===== config.mk =====
export PLATFORM = sky130hd
export DESIGN_NAME = proc_sequencer
export DESIGN_NICKNAME = d
export VERILOG_FILES = /design/src/rtl/proc_sequencer.sv
export SDC_FILE = /design/constraint.sdc
export NUM_CORES = 1
export LEC_CHECK = 0
export CAP_MARGIN = 20
export CELL_PAD_IN_SITES_DETAIL_PLACEMENT = 1
export CELL_PAD_IN_SITES_GLOBAL_PLACEMENT = 2
export CORE_UTILIZATION = 31
export CTS_CLUSTER_SIZE = 12
export DETAILED_ROUTE_END_ITERATION = 8
export PLACE_DENSITY = 0.83
export SETUP_SLACK_MARGIN = 0.2
export SLEW_MARGIN = 20
export SYNTH_ARGS = -nofsm -noshare
export SYNTH_HDL_FRONTEND = slang
export SYNTH_SLANG_ARGS = --single-unit

===== constraint.sdc =====
create_clock -name Clock -period 3.75 [get_ports Clock]
set_clock_uncertainty 0.05 [all_clocks]
set_input_delay 0.9375 -clock Clock [delete_from_list [all_inputs] [get_ports Clock]]
set_output_delay 0.9375 -clock Clock [all_outputs]
set_load 0.02 [all_outputs]

===== src/rtl/proc_sequencer.sv =====
// Instruction sequencer for proc: fetches words from synchronous program memory, issues them
// with Run, supplies the mvi immediate, and handles start/step/halt plus a Done watchdog.
module proc_sequencer #(
  parameter int unsigned AW      = 8,
  parameter int unsigned TIMEOUT = 15
) (
  input  logic          Clock,
  input  logic          Reset,
  input  logic          Start,
  input  logic [AW-1:0] StartAddr,
  input  logic          Step,
  input  logic          HaltReq,
  output logic [AW-1:0] MemAddr,
  output logic          MemRd,
  input  logic [15:0]   MemData,
  output logic [15:0]   DIN,
  output logic          Run,
  input  logic          Done,
  output logic [AW-1:0] PC,
  output logic          Busy,
  output logic          Halted,
  output logic          Fault,
  output logic [15:0]   Retired
);

  localparam int unsigned WdW      = (TIMEOUT > 1) ? $clog2(TIMEOUT) : 1;
  localparam logic [2:0]  OpMvi    = 3'b100;
  localparam logic [15:0] HaltWord = 16'hFFFF;

  typedef enum logic [2:0] {
    StIdle,
    StFetch,
    StLoad,
    StExec,
    StHalted,
    StFault
  } state_e;

  state_e         state_q, state_d;
  logic [AW-1:0]  pc_q, pc_d;
  logic [15:0]    din_q, din_d;
  logic [15:0]    retired_q, retired_d;
  logic [WdW-1:0] wdog_q, wdog_d;
  logic           mvi_q, mvi_d;
  logic           run_q, busy_q, halted_q, fault_q;

  always_comb begin
    state_d   = state_q;
    pc_d      = pc_q;
    din_d     = din_q;
    retired_d = retired_q;
    wdog_d    = wdog_q;
    mvi_d     = mvi_q;
    MemRd     = 1'b0;
    MemAddr   = '0;
    unique case (state_q)
      StIdle, StHalted, StFault: begin
        if (Start) begin
          pc_d    = StartAddr;
          state_d = StFetch;
        end
      end
      StFetch: begin
        MemRd   = 1'b1;
        MemAddr = pc_q;
        state_d = StLoad;
      end
      StLoad: begin
        if (MemData == HaltWord) begin
          state_d = StHalted;
        end else begin
          din_d   = MemData;
          mvi_d   = (MemData[14:12] == OpMvi);
          wdog_d  = '0;
          state_d = StExec;
          // Prefetch the immediate so it arrives during the first EXEC cycle.
          if (MemData[14:12] == OpMvi) begin
            MemRd   = 1'b1;
            MemAddr = pc_q + AW'(1);
          end
        end
      end
      StExec: begin
        // A zero watchdog marks the first EXEC cycle, when the immediate is on MemData.
        if (mvi_q && (wdog_q == '0)) begin
          din_d = MemData;
        end
        if (Done) begin
          pc_d      = pc_q + (mvi_q ? AW'(2) : AW'(1));
          retired_d = retired_q + 16'd1;
          wdog_d    = '0;
          state_d   = (HaltReq || Step) ? StHalted : StFetch;
        end else if (wdog_q == WdW'(TIMEOUT - 1)) begin
          wdog_d  = '0;
          state_d = StFault;
        end else begin
          wdog_d = wdog_q + WdW'(1);
        end
      end
      default: state_d = StIdle;
    endcase
  end

  always_ff @(posedge Clock or posedge Reset) begin
    if (Reset) begin
      state_q   <= StIdle;
      pc_q      <= '0;
      din_q     <= '0;
      retired_q <= '0;
      wdog_q    <= '0;
      mvi_q     <= 1'b0;
      run_q     <= 1'b0;
      busy_q    <= 1'b0;
      halted_q  <= 1'b0;
      fault_q   <= 1'b0;
    end else begin
      state_q   <= state_d;
      pc_q      <= pc_d;
      din_q     <= din_d;
      retired_q <= retired_d;
      wdog_q    <= wdog_d;
      mvi_q     <= mvi_d;
      run_q     <= (state_d == StExec);
      busy_q    <= (state_d == StFetch) || (state_d == StLoad) || (state_d == StExec);
      halted_q  <= (state_d == StHalted);
      fault_q   <= (state_d == StFault);
    end
  end

  assign DIN     = din_q;
  assign PC      = pc_q;
  assign Run     = run_q;
  assign Busy    = busy_q;
  assign Halted  = halted_q;
  assign Fault   = fault_q;
  assign Retired = retired_q;

endmodule


==> load_flow_metrics.sql, run 1 <==
INSERT INTO impl_metrics (metric_group, metric, value, unit) VALUES
('status', 'outcome', 'completed', ''),
('pwr', 'power.density_cell_area', '782', 'mW/mm²'),
('cells_and_area', 'areaGrowthSynthToFinish', '37.5', '%'),
('worst_hold_path', 'timing.hold.worst.start', 'Retired[15]', ''),
('cells_and_area', 'multi_input_area', '0.00131', 'mm²'),
('worst_hold_path', 'worstHoldPathCells', '1', ''),
('clock_network', 'post_cts_setup_bufs', '0', ''),
('floorplan', 'design.die.area', '0.00905', 'mm²'),
('routing', 'routed-wl-met2', '3.44', 'mm'),
('clock_network', 'tritoncts', 'yes', ''),
('cells_and_area', 'final_util', '0.445', ''),
('yosys', 'ys_seq_area_frac', '0.484', ''),
('yosys', 'syn_avg_cell_area', '10.3', 'µm²'),
('worst_setup_path', 'startpoint_type', 'input pin', ''),
('timing', 'time_the_worst_path_needs_with_i_o_delays_and_setup', '3450', 'ps'),
('worst_setup_path', 'r2r_setup_slack', '1240', 'ps'),
('place', 'post-dp-hpwl', '5.48', 'mm'),
('clock_network', 'cts.clk_slew.worst_paths', '110', 'ps'),
('worst_hold_path', 'min-delay-path-class', 'flip-flop to flip-flop', ''),
('floorplan', 'core_area', '0.00830', 'mm²'),
('floorplan', 'placement_rows', '33', ''),
('pwr', 'p_sw', '1.25', 'mW'),
('global_route', 'number_of_antenna_violations_at_the_first_check_in_global_routing', '0', ''),
('clock_network', 'cts_inserted_buffers', '5', ''),
('worst_hold_path', 'endpoint_of_the_worst_hold_path', 'Retired[15]', ''),
('timing', 'finalCritPeriodShare', '0.919', ''),
('routing', 'wl_met1', '3.40', 'mm'),
('worst_setup_path', 'critical-path-slowest-cell', 'sky130_fd_sc_hd__clkdlybuf4s50_1', ''),
('cells_and_area', 'nNetsFinal', '384', ''),
('worst_setup_path', 'cpLargestDelayFamily', 'buffers and inverters', ''),
('floorplan', 'ioPinCount', '83', ''),
('worst_setup_path', 'critPathArrivalTime', '2460', 'ps'),
('timing', 'fin_hold_viols', '0', ''),
('yosys', 'postSynth.topFlopCell', 'sky130_fd_sc_hd__dfrtp_1', ''),
('routing', 'uppermost_metal_layer_occupied_by_signal_nets', 'met4', ''),
('worst_setup_path', 'path_cells', 'clkdlybuf4s50_1, nor2_2, and3_2, buf_4, o22a_1, dlygate4sd2_1', ''),
('routing', 'drc', '0', ''),
('routing', 'routed_wirelength', '7.17', 'mm'),
('routing', 'antenna_violating_nets_post_route', '0', ''),
('worst_setup_path', 'criticalPathCategory', 'input pin to primary output', ''),
('timing', 'max_slew_margin', '0.549', ''),
('cells_and_area', 'fillerInstances', '950', ''),
('yosys', 'synth_cells', '260', ''),
('worst_setup_path', 'required_time_at_the_worst_slack_endpoint', '2760', 'ps'),
('flow_run', 'cap_viol_max_count', '0', ''),
('global_route', 'grt_pass1_vias', '2350', ''),
('global_route', 'grt_overflow_total', '0', ''),
('worst_setup_path', 'ff2ff_path_depth', '6', ''),
('pwr', 'clock_power_share', '0.120', ''),
('floorplan', 'die_width', '95.1', 'µm'),
('pwr', 'fin_total_pwr', '2.89', 'mW'),
('place', 'io_buffers', '82', ''),
('cells_and_area', 'final-seq-area', '0.00130', 'mm²'),
('worst_setup_path', 'r2r_end', 'PC[3]', ''),
('routing', 'number_of_drc_markers_after_the_initial_detailed_route_iteration', '45', ''),
('pwr', 'p_leak', '1.59', 'nW'),
('timing', 'worst-slew-pin-transition', '676', 'ps'),
('clock_network', 'clock_sink_count', '52', ''),
('pwr', 'peakVddDrop', '0.000305', 'V'),
('worst_setup_path', 'cp_slowest_stage_delay', '530', 'ps'),
('pwr', 'seqPwrFrac', '0.335', ''),
('yosys', 'ys_ff_latch', '52', ''),
('floorplan', 'fp.dieH', '95.1', 'µm'),
('yosys', 'cell_area_after_synthesis', '0.00269', 'mm²'),
('yosys', 'synthDistinctLibCells', '45', ''),
('yosys', 'synth_edf_count', '0', ''),
('pwr', 'switching_share', '0.434', ''),
('routing', 'drt-wirelength-per-cell', '15.9', 'µm'),
('pwr', 'comb_power_share', '0.546', ''),
('floorplan', 'floorplan.initialDensity', '0.324', ''),
('global_route', 'groute.usage.overall', '0.174', '');
-- how the worst max path moves through the flow --
stage                      end  slack, ps   startpoint  cells past startpoint
global route        MemAddr[2]        240  MemData[12]                      8
floorplan           MemAddr[5]        740  MemData[12]                      5
CTS                 MemAddr[2]        180  MemData[12]                      8
finish              MemAddr[0]        300  MemData[12]                      6
global placement    MemAddr[5]        -80  MemData[12]                      6
detailed placement  MemAddr[2]       -110  MemData[12]                      8
-- cells in the final DEF (no fill, tap or decap), types with 5 or more instances in the layout --
master | Yosys | final
sky130_fd_sc_hd__a21oi_1 | 12 | 12
sky130_fd_sc_hd__a31oi_1 | 5 | 5
sky130_fd_sc_hd__and3_1 | 6 | 5
sky130_fd_sc_hd__buf_4 | 0 | 7
sky130_fd_sc_hd__clkbuf_2 | 0 | 6
sky130_fd_sc_hd__clkbuf_8 | 0 | 5
sky130_fd_sc_hd__clkdlybuf4s50_1 | 0 | 73
sky130_fd_sc_hd__dfrtp_1 | 52 | 52
sky130_fd_sc_hd__ha_1 | 7 | 7
sky130_fd_sc_hd__inv_1 | 7 | 6
sky130_fd_sc_hd__mux2_2 | 6 | 6
sky130_fd_sc_hd__mux2_4 | 10 | 10
sky130_fd_sc_hd__nand2_1 | 40 | 40
sky130_fd_sc_hd__nand3_1 | 6 | 6
sky130_fd_sc_hd__nand4_1 | 11 | 11
sky130_fd_sc_hd__nor2_1 | 10 | 9
sky130_fd_sc_hd__o21ai_0 | 21 | 21
sky130_fd_sc_hd__xnor2_1 | 10 | 10
sky130_fd_sc_hd__xor2_1 | 6 | 6
-- cell families after synthesis --
kind of cell	after synthesis	synth area share
flops	52	0.484
simple gates	94	0.176
buf+inv	17	0.0307
compound gates	57	0.135
xor+xnor	16	0.0521
mux	16	0.0810
fa+ha+maj	8	0.0400
-- worst reg2reg max path: cells and delay by family (launching register included) --
family | cells | cell delay, ps
simple gates | 2 | 820
compound gates | 3 | 670
flops | 1 | 590
buf+inv | 1 | 270
-- flip-flops by register name (all words and copies together) (netlist names) --
register,count
Halted,1
Fault,1
PC,8
Run,1
Retired,16
wdog_q,4
DIN,16
state_q,3
mvi_q,1
Busy,1
-- power groups by stage --
stage	registers, mW	logic (mW)	clock network (mW)
2_1_floorplan	1.10	0.860	0
3_3_place_gp	0.974	1.61	0
4_1_cts	0.971	1.61	0.361
6_report	0.968	1.58	0.346
5_1_grt	1.01	1.71	0.376
3_5_place_dp	0.978	1.64	0
-- through the flow --
| stage | TNS, ps | cell area, µm² | hold WS [ps] | setup slack (ps) |
|---|---|---|---|---|
| 4_1_cts | 0 | 3720 | 436 | 179 |
| 3_3_place_gp | -432 | 3640 | 412 | -79.1 |
| 2_1_floorplan | 0 | 2690 | 422 | 738 |
| 6_report | 0 | 3700 | 428 | 304 |
| 3_5_place_dp | -619 | 3640 | 420 | -107 |
| 5_1_grt | 0 | 3700 | 475 | 240 |
-- layout make-up --
type,instances,area share
multi-input cells,191,0.354
flip-flops and latches,52,0.352
repair buffers,89,0.226
well taps,105,0.0355
clock buffers,5,0.0186
inverters,7,0.00711
clock inverters,3,0.00677
-- cells in the mapped netlist, drive strengths merged (4+ instances only) --
master	instances	area share
nand2b	4	0.0093
nand3	6	0.011
xor2	6	0.020
and3	6	0.014
nand2	40	0.056
dfrtp	52	0.48
a21oi	12	0.022
nor2b	4	0.0093
a31oi	5	0.012
xnor2	10	0.033
inv	7	0.0098
nor2	10	0.014
mux2	16	0.081
ha	7	0.033
clkbuf	7	0.0098
nand4	11	0.026
o21ai	23	0.047
-- per-layer routing --
layer | global-route usage | vias to the layer above
li1 | - | 1090
met1 | 0.235 | 1152
met2 | 0.281 | 43
met3 | 0.0247 | 13
met4 | 0.0669 | 0
met5 | 0 | -
-- what timing repair did --
item | CTS | global route
pin swaps | 0 | 1
gates cloned | 0 | 0
hold endpoints to repair | 0 | 0
hold buffers | 0 | 0
resized for setup | 13 | 20
setup endpoints to repair | 9 | 8
(Power assumes the default switching activity.)
==> inputs of run 2 (changes only) <==
--- a/config.mk
+++ b/config.mk
@@ -5,13 +5,15 @@
 export SDC_FILE = /design/constraint.sdc
 export NUM_CORES = 1
 export LEC_CHECK = 0
+export ABC_AREA = 1
 export CAP_MARGIN = 20
 export CELL_PAD_IN_SITES_DETAIL_PLACEMENT = 1
 export CELL_PAD_IN_SITES_GLOBAL_PLACEMENT = 2
-export CORE_UTILIZATION = 31
-export CTS_CLUSTER_SIZE = 12
+export CORE_UTILIZATION = 29
+export CTS_CLUSTER_SIZE = 16
 export DETAILED_ROUTE_END_ITERATION = 8
-export PLACE_DENSITY = 0.83
+export PLACE_DENSITY = 0.81
+export REMOVE_ABC_BUFFERS = 1
 export SETUP_SLACK_MARGIN = 0.2
 export SLEW_MARGIN = 20
 export SYNTH_ARGS = -nofsm -noshare
==> load_flow_metrics.sql, run 2 <==
INSERT INTO impl_metrics (metric_group, metric, value, unit) VALUES
('clock_network', 'cts_max_path_buffers', '2', ''),
('routing', 'detailed_router_iteration_count_before_antenna_repair', '4', ''),
('yosys', 'ys_seq_area_frac', '0.434', ''),
('routing', 'detailroute.wirelength.met3', '401', 'µm'),
('yosys', 'synth.top_cells.by_count', 'sky130_fd_sc_hd__nand2_1, sky130_fd_sc_hd__dfrtp_1, sky130_fd_sc_hd__nand3_1', ''),
('yosys', 'async_s_r_ff_share_synth', '1.00', ''),
('routing', 'routed-wl-met2', '4.01', 'mm'),
('cells_and_area', 'final_util', '0.411', ''),
('timing', 'max_slew_margin', '0.686', ''),
('global_route', 'pin_count_of_the_biggest_net_entering_global_routing', '53', ''),
('timing', 'post-route-worst-setup-slack', '293', 'ps'),
('routing', 'drt-wirelength-per-cell', '13.8', 'µm'),
('timing', 'setup_viol_count_final', '0', ''),
('yosys', 'ys_ff_latch', '52', ''),
('yosys', 'postSynth.topFlopCell', 'sky130_fd_sc_hd__dfrtp_1', ''),
('cells_and_area', 'area_of_all_placed_cells_without_fillers', '0.00408', 'mm²'),
('cells_and_area', 'areaGrowthSynthToFinish', '35.9', '%'),
('floorplan', 'design.die.area', '0.0108', 'mm²'),
('floorplan', 'ioPinCount', '83', ''),
('yosys', 'yosys-mux-area-fraction', '0', ''),
('routing', 'routed_wirelength', '8.21', 'mm'),
('global_route', 'number_of_antenna_violations_at_the_first_check_in_global_routing', '0', ''),
('yosys', 'synthAdderAreaFrac', '0.0359', ''),
('routing', 'drc', '0', ''),
('cells_and_area', 'nNetsFinal', '498', ''),
('cells_and_area', 'most-common-layout-cells', 'sky130_fd_sc_hd__nand2_1, sky130_fd_sc_hd__clkdlybuf4s50_1, sky130_fd_sc_hd__dfrtp_1, sky130_fd_sc_hd__nand3_1, sky130_fd_sc_hd__inv_1', ''),
('worst_setup_path', 'path_cells', 'clkdlybuf4s50_1, nand3_1, o31ai_1, clkdlybuf4s50_1', ''),
('worst_setup_path', 'worst_path_most_repeated_cell', 'sky130_fd_sc_hd__clkdlybuf4s50_1', ''),
('timing', 'fin_hold_viols', '0', ''),
('clock_network', 'ctsHoldBuffers', '0', ''),
('worst_setup_path', 'critPathArrivalTime', '2470', 'ps'),
('timing', 'worst-slew-pin-transition', '470', 'ps'),
('global_route', 'grt_pass1_vias', '2881', ''),
('yosys', 'synthDistinctLibCells', '36', ''),
('global_route', 'grt_first_pass_wirelength', '13.8', 'mm'),
('pwr', 'peakVddDrop', '0.000310', 'V'),
('clock_network', 'cts_inserted_buffers', '5', ''),
('worst_setup_path', 'critical-path-slowest-cell', 'sky130_fd_sc_hd__clkdlybuf4s50_1', ''),
('place', 'dpl-instance-area', '0.00396', 'mm²'),
('clock_network', 'tritoncts', 'yes', ''),
('floorplan', 'core_area', '0.00991', 'mm²'),
('yosys', 'yosys_warnings', '0', ''),
('place', 'placement.setup.worst_slack', '37.9', 'ps'),
('floorplan', 'placement_rows', '36', ''),
('worst_setup_path', 'cp_slowest_stage_delay', '640', 'ps'),
('yosys', 'synth_edf_count', '0', ''),
('place', 'post-dp-hpwl', '6.13', 'mm'),
('worst_setup_path', 'path_max_fanout', '3', ''),
('cells_and_area', 'drive_above_1_share', '0.0998', ''),
('clock_network', 'clock_insertion_delay_at_the_later_pin_of_the_skew_report', '310', 'ps'),
('yosys', 'cell_area_after_synthesis', '0.00300', 'mm²'),
('floorplan', 'floorplan.initialDensity', '0.303', ''),
('cells_and_area', 'antennaDiodeCount', '0', ''),
('clock_network', 'cts_htree_levels', '2', ''),
('cells_and_area', 'layout.cells.most_common', 'sky130_fd_sc_hd__nand2_1', ''),
('yosys', 'synth_top_family_by_area', 'simple AND/OR/NAND/NOR gates', ''),
('routing', 'wl_met1', '3.73', 'mm'),
('worst_hold_path', 'min-delay-path-class', 'flip-flop to flip-flop', ''),
('routing', 'vias_per_cell', '4.58', ''),
('global_route', 'grt_overflow_total', '0', ''),
('clock_network', 'post_cts_setup_bufs', '0', ''),
('pwr', 'p_leak', '1.96', 'nW'),
('worst_setup_path', 'cpLargestDelayFamily', 'buffers and inverters', ''),
('floorplan', 'die_width', '104', 'µm'),
('pwr', 'power.density_cell_area', '750', 'mW/mm²'),
('clock_network', 'cts.clk_slew.worst_paths', '100', 'ps'),
('routing', 'antenna_violating_nets_post_route', '0', ''),
('global_route', 'groute.usage.overall', '0.157', ''),
('worst_setup_path', 'cp.buffers_inverters', '2', ''),
('yosys', 'synthDominantAreaCellType', 'sky130_fd_sc_hd__dfrtp_1', ''),
('yosys', 'post_synth_and_or_nand_nor_area_fraction', '0.338', ''),
('timing', 'fin_tns_setup', '0', 'ps'),
('worst_setup_path', 'crit_path_end_kind', 'primary output', ''),
('floorplan', 'fp.dieH', '104', 'µm'),
('yosys', 'yosysMostFrequentCell', 'sky130_fd_sc_hd__nand2_1', ''),
('yosys', 'synth_cells', '376', ''),
('routing', 'uppermost_metal_layer_occupied_by_signal_nets', 'met4', ''),
('worst_setup_path', 'required_time_at_the_worst_slack_endpoint', '2760', 'ps'),
('clock_network', 'cts_root_buffer', 'sky130_fd_sc_hd__clkbuf_8', ''),
('flow_run', 'cap_viol_max_count', '0', ''),
('yosys', 'netlist_top_cells_area', 'sky130_fd_sc_hd__dfrtp_1, sky130_fd_sc_hd__nand2_1, sky130_fd_sc_hd__nand3_1, sky130_fd_sc_hd__inv_1, sky130_fd_sc_hd__nor2_1', ''),
('status', 'outcome', 'completed', ''),
('cells_and_area', 'fillerInstances', '1229', ''),
('clock_network', 'clock_sink_count', '52', ''),
('place', 'placedCellCount', '586', ''),
('yosys', 'syn_avg_cell_area', '7.98', 'µm²'),
('yosys', 'yosys.area.top_type_share', '0.434', ''),
('place', 'globalplace.congestion', '0.718', ''),
('yosys', 'synth_compound_area_frac', '0.0751', ''),
('worst_setup_path', 'startpoint_type', 'input pin', ''),
('timing', 'unrepaired_setup_endpoints_after_global_routing', 'no', ''),
('timing', 'achievable-frequency', '0.289', 'GHz'),
('timing', 'number_of_pins_with_negative_max_slew_slack_in_the_final_report', '0', ''),
('yosys', 'synth_xor_area_frac', '0.0488', ''),
('place', 'io_buffers', '82', ''),
('timing', 'finalCritPeriodShare', '0.922', ''),
('routing', 'number_of_drc_markers_after_the_initial_detailed_route_iteration', '46', ''),
('worst_setup_path', 'criticalPathCategory', 'input pin to primary output', ''),
('timing', 'time_the_worst_path_needs_with_i_o_delays_and_setup', '3460', 'ps'),
('routing', 'dr_total_vias', '2722', ''),
('cells_and_area', 'instances_no_fill', '594', '');
## run 2: power breakdown
part | total, mW | internal [mW] | leakage, nW | switching [mW]
clock | 0.407 | 0.202 | 0.0548 | 0.206
combinational | 1.69 | 0.678 | 1.25 | 1.01
sequential | 0.961 | 0.762 | 0.655 | 0.200
## run 2: timing repair
action	CTS	global route
setup endpoints to repair	7	1
gates resized for setup	7	1
gates cloned	0	0
pin swaps	0	0
## run 2: layout make-up
class                           count  area (µm²)  share of cell area
Tap cell                          133         166              0.0408
Clock inverter                      3        46.3              0.0114
Inverter                           42         163              0.0399
Clock buffer                        5        68.8              0.0169
Multi-Input combinational cell    276        1500               0.367
Timing Repair Buffer               83         836               0.205
Sequential cell                    52        1300               0.319
## run 2: worst paths after layout
check	startpoint	end	slack [ps]	depth (start not counted)
max in group asynchronous	Reset	PC[3]	2470	3
setup reg to reg	mvi_q	PC[4]	1710	10
setup / recovery	MemData[14]	MemAddr[0]	290	4
hold / removal	DIN[6]	DIN[6]	440	2
hold reg to reg	DIN[6]	DIN[6]	440	2
min in group asynchronous	Reset	Halted	930	3
## run 2: cells by family after synthesis
family / count (synthesis)
fa+ha+maj: 8
compound gates: 38
simple gates: 215
xor+xnor: 15
buf+inv: 48
flops: 52
## run 2: routing by layer
| layer | vias to the layer above | global-route usage |
|---|---|---|
| met5 | - | 0 |
| met4 | 0 | 0.0276 |
| met3 | 7 | 0.0396 |
| met2 | 52 | 0.285 |
| met1 | 1294 | 0.189 |
| li1 | 1369 | - |
## run 2: tightest hold or removal path: cells and delay by family, from the launching register on
family           cells  cell delay (ps)
DFF                  1              360
and+or+nand+nor      2              110
## run 2: stage by stage
stage / hold slack, ps / power, mW
6_report: 440 / 3.06
5_1_grt: 477 / 3.31
4_1_cts: 446 / 3.12
3_5_place_dp: 416 / 2.71
3_3_place_gp: 408 / 2.67
2_1_floorplan: 455 / 1.98
